### config.mk
export PLATFORM = sky130hd
export DESIGN_NAME = sw_debounce_flat
export DESIGN_NICKNAME = d
export VERILOG_FILES = /design/src/rtl/sw_debounce_pkg.sv /design/src/rtl/sw_debounce_if.sv /design/src/rtl/sw_debounce_bit.sv /design/src/rtl/sw_debounce.sv /design/src/flat_wrapper.sv
export SDC_FILE = /design/constraint.sdc
export NUM_CORES = 1
export LEC_CHECK = 0
export CAP_MARGIN = 5
export CORE_MARGIN = 2
export CORE_UTILIZATION = 54
export DETAILED_ROUTE_END_ITERATION = 8
export DONT_BUFFER_PORTS = 1
export GPL_TIMING_DRIVEN = 0
export PLACE_DENSITY = 0.69
export SKIP_LAST_GASP = 1
export SYNTH_ARGS = -nofsm -noshare
export SYNTH_HDL_FRONTEND = slang
export SYNTH_HIERARCHICAL = 1
export SYNTH_SLANG_ARGS = --single-unit
### constraint.sdc
create_clock -name clk -period 2.45 [get_ports clk]
set_clock_uncertainty 0.05 [all_clocks]
set_input_delay 0.3675 -clock clk [delete_from_list [all_inputs] [get_ports clk]]
set_output_delay 0.3675 -clock clk [all_outputs]
set_load 0.01 [all_outputs]
### src/rtl/sw_debounce_pkg.sv
// Shared defaults and sizing helpers for the switch debouncer.
// Imported by the interface, the per-bit debouncer and the top level.
package sw_debounce_pkg;

  localparam int unsigned WIDTH_DEF           = 4;
  localparam int unsigned DEBOUNCE_CYCLES_DEF = 1000000;

  // Counter only needs to hold 0..DEBOUNCE_CYCLES-1; acceptance clears it before it could wrap.
  function automatic int unsigned cnt_width(input int unsigned cycles);
    return (cycles < 2) ? 1 : $clog2(cycles);
  endfunction

  localparam int unsigned CNT_W_DEF = cnt_width(DEBOUNCE_CYCLES_DEF);

endpackage

### src/rtl/sw_debounce_if.sv
// Switch bundle between the board-facing source and the debouncer.
// master drives the raw levels; slave returns the debounced levels and edge pulses.
interface sw_debounce_if
  import sw_debounce_pkg::*;
#(
  parameter int unsigned WIDTH = WIDTH_DEF
);

  logic [WIDTH-1:0] sw_raw;
  logic [WIDTH-1:0] sw_stable;
  logic [WIDTH-1:0] sw_rise;
  logic [WIDTH-1:0] sw_fall;
  logic             sw_changed;

  modport master (
    output sw_raw,
    input  sw_stable,
    input  sw_rise,
    input  sw_fall,
    input  sw_changed
  );

  modport slave (
    input  sw_raw,
    output sw_stable,
    output sw_rise,
    output sw_fall,
    output sw_changed
  );

endinterface

### src/rtl/sw_debounce_bit.sv
// Debouncer for one switch: two-flop synchroniser, stability counter,
// accepted level and registered stable/rise/fall outputs.
module sw_debounce_bit
  import sw_debounce_pkg::*;
#(
  parameter int unsigned DEBOUNCE_CYCLES = DEBOUNCE_CYCLES_DEF
) (
  input  logic clk,
  input  logic rst,
  input  logic sw_raw,
  output logic sw_stable,
  output logic sw_rise,
  output logic sw_fall,
  output logic chg_nxt
);

  localparam int unsigned CNT_W = cnt_width(DEBOUNCE_CYCLES);
  localparam logic [CNT_W-1:0] CNT_LAST = CNT_W'(DEBOUNCE_CYCLES - 1);

  logic             sync1;
  logic             sync2;
  logic [CNT_W-1:0] cnt_p1;
  logic             lvl_p1;

  always_ff @(posedge clk or posedge rst) begin
    if (rst) begin
      sync1     <= 1'b0;
      sync2     <= 1'b0;
      cnt_p1    <= '0;
      lvl_p1    <= 1'b0;
      sw_stable <= 1'b0;
      sw_rise   <= 1'b0;
      sw_fall   <= 1'b0;
    end else begin
      // stage 0: bring the asynchronous switch level into the clock domain
      sync1 <= sw_raw;
      sync2 <= sync1;

      // stage 1: a level is accepted only after it differs for DEBOUNCE_CYCLES cycles
      if (sync2 == lvl_p1) begin
        cnt_p1 <= '0;
      end else if (cnt_p1 == CNT_LAST) begin
        cnt_p1 <= '0;
        lvl_p1 <= sync2;
      end else begin
        cnt_p1 <= cnt_p1 + CNT_W'(1);
      end

      // stage 2: registered outputs; pulses mark the cycle sw_stable changes
      sw_stable <= lvl_p1;
      sw_rise   <= lvl_p1 & ~sw_stable;
      sw_fall   <= ~lvl_p1 & sw_stable;
    end
  end

  // Lets the top register sw_changed in the same cycle as rise/fall.
  assign chg_nxt = lvl_p1 ^ sw_stable;

endmodule

### src/rtl/sw_debounce.sv
// Multi-switch debouncer: one sw_debounce_bit per switch plus a registered
// sw_changed strobe that fires once when any bit accepts a new level.
module sw_debounce
  import sw_debounce_pkg::*;
#(
  parameter int unsigned WIDTH           = WIDTH_DEF,
  parameter int unsigned DEBOUNCE_CYCLES = DEBOUNCE_CYCLES_DEF
) (
  input  logic          clk,
  input  logic          rst,
  sw_debounce_if.slave  bus
);

  logic [WIDTH-1:0] stable_q;
  logic [WIDTH-1:0] rise_q;
  logic [WIDTH-1:0] fall_q;
  logic [WIDTH-1:0] chg_nxt;
  logic             changed_q;

  for (genvar i = 0; i < WIDTH; i++) begin : g_bit
    sw_debounce_bit #(
      .DEBOUNCE_CYCLES (DEBOUNCE_CYCLES)
    ) u_bit (
      .clk       (clk),
      .rst       (rst),
      .sw_raw    (bus.sw_raw[i]),
      .sw_stable (stable_q[i]),
      .sw_rise   (rise_q[i]),
      .sw_fall   (fall_q[i]),
      .chg_nxt   (chg_nxt[i])
    );
  end

  // stage 2: aligned with the per-bit rise/fall registers
  always_ff @(posedge clk or posedge rst) begin
    if (rst) begin
      changed_q <= 1'b0;
    end else begin
      changed_q <= |chg_nxt;
    end
  end

  assign bus.sw_stable  = stable_q;
  assign bus.sw_rise    = rise_q;
  assign bus.sw_fall    = fall_q;
  assign bus.sw_changed = changed_q;

endmodule

### src/flat_wrapper.sv
// flat-port wrapper written by rule: the top's interface ports become plain ports
module sw_debounce_flat import sw_debounce_pkg::*;
#(
  parameter int unsigned WIDTH           = WIDTH_DEF,
  parameter int unsigned DEBOUNCE_CYCLES = DEBOUNCE_CYCLES_DEF
)
  (clk, rst, bus_sw_raw, bus_sw_stable, bus_sw_rise, bus_sw_fall, bus_sw_changed);
  sw_debounce_if #(.WIDTH(WIDTH)) bus_i ();
  input  logic clk;
  input  logic rst;
  input wire logic [$bits(bus_i.sw_raw)-1:0] bus_sw_raw;
  output wire logic [$bits(bus_i.sw_stable)-1:0] bus_sw_stable;
  output wire logic [$bits(bus_i.sw_rise)-1:0] bus_sw_rise;
  output wire logic [$bits(bus_i.sw_fall)-1:0] bus_sw_fall;
  output wire logic [$bits(bus_i.sw_changed)-1:0] bus_sw_changed;
  assign bus_i.sw_raw = bus_sw_raw;
  assign bus_sw_stable = bus_i.sw_stable;
  assign bus_sw_rise = bus_i.sw_rise;
  assign bus_sw_fall = bus_i.sw_fall;
  assign bus_sw_changed = bus_i.sw_changed;
  sw_debounce #(.WIDTH(WIDTH), .DEBOUNCE_CYCLES(DEBOUNCE_CYCLES)) u_core (.clk(clk), .rst(rst), .bus(bus_i));
endmodule
==> tab_implementation.tex <==
\begin{tabular}{lr}
\hline
Metric & Value \\
\hline
\multicolumn{2}{l}{\textbf{Cells and area}} \\
Sequential cell area & 2630 um\^{}2 \\
Post-layout net count & approximately 500 \\
Area delta synth->final & 8.25\% \\
Number of inserted filler cells in the final layout & roughly 750 \\
Antenna Cells & 0 \\
Multi-input gate area in the final layout & around 2300 um\^{}2 \\
Commonest non-fill, non-tap cells in the layout & 105 x sky130\_fd\_sc\_hd\_\_dfrtp\_1, 56 x sky130\_fd\_sc\_hd\_\_nor2\_1, 28 x sky130\_fd\_sc\_hd\_\_nand2\_1, 28 x sky130\_fd\_sc\_hd\_\_a21oi\_1, 28 x sky130\_fd\_sc\_hd\_\_xnor2\_1 \\
Share of final-layout standard cells stronger than drive strength 1 & 11.5\% \\
Most common cell after layout, fill and taps aside & sky130\_fd\_sc\_hd\_\_dfrtp\_1 \\
\multicolumn{2}{l}{\textbf{Synth}} \\
Yosys reg bits & around 110 \\
Mapped Area & approximately 5100 um\^{}2 \\
Count of cell types in the netlist & 28 \\
Syn Inst Count & 467 \\
Sequential fraction of the synthesis area & slightly above 50\% \\
Fraction of post-synthesis cell area in the top cell type by area & 51.4\% \\
Warnings, synthesis & 6 \\
Synth Net Count & about 490 \\
Synth area leader & sky130\_fd\_sc\_hd\_\_dfrtp\_1 \\
Syn\_area\_per\_cell & roughly 11 um\^{}2 \\
Top post-synthesis cells by area & sky130\_fd\_sc\_hd\_\_dfrtp\_1 51\%, sky130\_fd\_sc\_hd\_\_xnor2\_1 4.8\%, sky130\_fd\_sc\_hd\_\_nor2\_1 4.1\% \\
\multicolumn{2}{l}{\textbf{Clock tree}} \\
Post-CTS setup buffers & 0 \\
Number of instances resized during post-cts repair & 0 \\
Number of CTS-inserted buffers & 9 \\
Number of hold buffers added after CTS & 5 \\
Clock Tree Root & sky130\_fd\_sc\_hd\_\_clkbuf\_8 \\
CTS clk-pin slew, worst paths & roughly 0.11 ns \\
Number of levels the H-tree was split into & 3 \\
Source-to-sink clock delay at the later pin of the worst-skew pair & $\sim$0.38 ns \\
Clock tree from TritonCTS & built \\
Clock net sink count & around 110 \\
Largest buffer count on any clock path & 2 \\
\multicolumn{2}{l}{\textbf{Route}} \\
Total wire length & approximately 9400 um \\
Number of nets with antenna violations after detailed routing & 0 \\
Count of TritonRoute iterations in the first routing pass & 4 \\
Violation count after the first detailed-route iteration & 91 \\
Residual DRC count & 0 \\
Average routed wire per standard cell & roughly 16 um \\
Via count normalized by instance count & between 5 and 6 \\
Number of vias in the routed layout & 3544 \\
\multicolumn{2}{l}{\textbf{GRT}} \\
Met2 capacity usage during global routing & 33.0\% \\
Antenna violations before repair & 0 \\
Largest net degree at the start of global routing & 27 \\
Met1 demand-to-capacity share in global routing & 26.0\% \\
First-pass GRT wire length & around 16000 um \\
Global routing usage summed across all routing layers & 20.1\% \\
Vias in the first global route & about 3500 \\
Met3 Resource Use GR & 5.38\% \\
Sum of overflow across all layers after global routing & 0 \\
Layer carrying the most global-route usage & met2 \\
\multicolumn{2}{l}{\textbf{Setup path}} \\
Worst-path cell chain & nor4b\_2 -> nand2\_1 -> o41ai\_4 -> buf\_6 -> nor2\_1 \\
Critical Path Max Stage Delay & roughly 0.67 ns \\
Required time of the critical path & between 2 and 3 ns \\
Arrival time of data at the critical path endpoint & roughly 2.3 ns \\
Category of cells accounting for the largest share of critical-path delay & compound AO/OA/AOI/OAI gates \\
Worst R2R Setup Slack & between 0.4 and 0.5 ns \\
Critical Path Start Type & flop \\
CP Buf/Inv Count & 1 \\
Highest net fanout along the worst path & 10 \\
Critical path endpoint category & flop \\
Kind of critical path & reg2reg \\
Max stage delay cell, worst path & sky130\_fd\_sc\_hd\_\_o41ai\_4 \\
\multicolumn{2}{l}{\textbf{STA}} \\
Setup-violating endpoint count in the final report & 0 \\
Peak clock frequency supported by timing & approximately 490 MHz \\
Total count of max-transition violations in the final report & 0 \\
Count of endpoints failing hold in the final timing report & 0 \\
Slew @ Worst Pin & around 1 ns \\
RSZ-0062 raised after global routing & false \\
Crit path setup slack, layout & around 0.42 ns \\
Slew HR & 34.8\% \\
Tcrit/Tclk final & about 83\% \\
Hold slack final & 0.0317 ns \\
Clock period minus worst slack & 2.03 ns \\
Fin Setup TNS & 0 ns \\
\multicolumn{2}{l}{\textbf{Pwr}} \\
VDD IR max & $\sim$0.00044 V \\
Static Leak & approximately 2.4 nW \\
Power per cell area & 563 nW/um\^{}2 \\
\multicolumn{2}{l}{\textbf{Floorplanning}} \\
I/O pin count & 19 \\
Cell Rows & 35 \\
Std-Cell Core Area & about 9200 um\^{}2 \\
Die ar. & about 10000 um\^{}2 \\
Initial Utilization & around 56\% \\
Y dimension of the die & roughly 100 um \\
X dimension of the die & 101 um \\
\multicolumn{2}{l}{\textbf{Placement}} \\
Post-Place Setup Slack & around 0.43 ns \\
PortBufs & 0 \\
Detailed Place HPWL & 6370 um \\
RePlAce Congestion & about 0.82 \\
\multicolumn{2}{l}{\textbf{Worst hold path}} \\
Worst min-delay path category & in2async \\
\multicolumn{2}{l}{\textbf{Flow run}} \\
Max-cap violation count & 0 \\
\multicolumn{2}{l}{\textbf{Outcome}} \\
Result of the run & complete, no violations \\
\hline
\end{tabular}
-- cells in the mapped netlist --
| cell | number |
|---|---|
| sky130_fd_sc_hd__or4_1 | 9 |
| sky130_fd_sc_hd__o31ai_1 | 8 |
| sky130_fd_sc_hd__xor2_1 | 20 |
| sky130_fd_sc_hd__nor3_1 | 8 |
| sky130_fd_sc_hd__buf_6 | 4 |
| sky130_fd_sc_hd__nor4_4 | 4 |
| sky130_fd_sc_hd__inv_1 | 21 |
| sky130_fd_sc_hd__nand3_1 | 16 |
| sky130_fd_sc_hd__mux2_2 | 4 |
| sky130_fd_sc_hd__nand2_1 | 28 |
| sky130_fd_sc_hd__buf_2 | 4 |
| sky130_fd_sc_hd__o21ai_0 | 16 |
| sky130_fd_sc_hd__nand4_1 | 20 |
| sky130_fd_sc_hd__o41ai_4 | 4 |
| sky130_fd_sc_hd__xnor2_1 | 28 |
| sky130_fd_sc_hd__a21oi_1 | 28 |
| sky130_fd_sc_hd__and4_1 | 8 |
| sky130_fd_sc_hd__nand4_2 | 4 |
| sky130_fd_sc_hd__nor2_1 | 56 |
| sky130_fd_sc_hd__nor4_1 | 12 |
| sky130_fd_sc_hd__mux2i_1 | 4 |
| sky130_fd_sc_hd__or3_1 | 16 |
| sky130_fd_sc_hd__dfrtp_1 | 105 |
| sky130_fd_sc_hd__ha_1 | 12 |
| sky130_fd_sc_hd__nand4b_1 | 4 |
| sky130_fd_sc_hd__nand3_2 | 8 |
| sky130_fd_sc_hd__and3_1 | 8 |
| sky130_fd_sc_hd__nor4b_2 | 8 |
-- layout make-up --
type / instances / area share, %
clock inverters: 7 / 1.97
inverters: 21 / 1.42
flip-flops and latches: 105 / 47.5
clock buffers: 9 / 2.24
plain buffers: 8 / 1.18
well taps: 111 / 2.51
multi-input cells: 333 / 42.3
repair buffers: 5 / 0.905
-- registers in the layout, indices dropped and copies added, names as in the netlist --
signal and flops:
u_core/g_bit.u_bit/sync2 4, u_core/g_bit.u_bit/cnt_p1 80, u_core/g_bit.u_bit/sw_rise 4, u_core/bus.sw_changed 1
u_core/g_bit.u_bit/sw_stable 4, u_core/g_bit.u_bit/lvl_p1 4, u_core/g_bit.u_bit/sw_fall 4, u_core/g_bit.u_bit/sync1 4
-- layer usage --
metal	vias to the layer above	share of wire, %	routed length, um
met2	53	49	4610
li1	1704	-	-
met5	-	0	0
met4	0	1.2	110
met3	8	3.8	358
met1	1779	46	4280
-- logic make-up (layout without fill, tap and decap cells) --
family / Yosys count / in the layout / synth area share, %
XOR/XNOR: 48 / 48 / 8.23
AND/OR/NAND/NOR: 209 / 209 / 25.3
adder cells (fa/ha/maj): 12 / 12 / 2.94
buffers and inverters: 29 / 50 / 2.82
AO/OA/AOI/OAI: 56 / 56 / 7.64
multiplexers: 8 / 8 / 1.66
flip-flops: 105 / 105 / 51.4
-- worst reg2reg max path, delay by kind of cell, from the launching register on --
kind                   cells  cell delay (ns)
AO/OA/AOI/OAI              1             0.67
flip-flops                 1             0.47
AND/OR/NAND/NOR            3             0.49
buffers and inverters      1             0.25
-- stage by stage --
step,area [um^2],std cells,util (%),power [mW]
floorplan,5110,467,-,1.89
global placement,5250,578,57.1,1.91
detailed placement,5250,578,57.1,1.92
CTS,5530,599,60.2,3.17
global route,5530,599,60.2,3.24
finish,5530,599,60.2,3.12
-- power by group --
group | internal, mW | switching, mW
combinational | 0.0368 | 0.0765
sequential | 1.75 | 0.0165
clock | 0.599 | 0.633
-- path summary, 6_finish.rpt --
kind,start,end,depth (start not counted)
max in group asynchronous,rst,u_core/g_bit[3].u_bit/sw_fall,1
setup / recovery,u_core/g_bit[0].u_bit/cnt_p1[12],u_core/g_bit[0].u_bit/cnt_p1[14],5
hold / removal,rst,u_core/g_bit[1].u_bit/cnt_p1[1],1
setup reg to reg,u_core/g_bit[0].u_bit/cnt_p1[12],u_core/g_bit[0].u_bit/cnt_p1[14],5
min in group clk,u_core/g_bit[3].u_bit/sync1,u_core/g_bit[3].u_bit/sync2,0
hold reg to reg,u_core/g_bit[3].u_bit/sync1,u_core/g_bit[3].u_bit/sync2,0
Power figures use the tool's default switching activity.
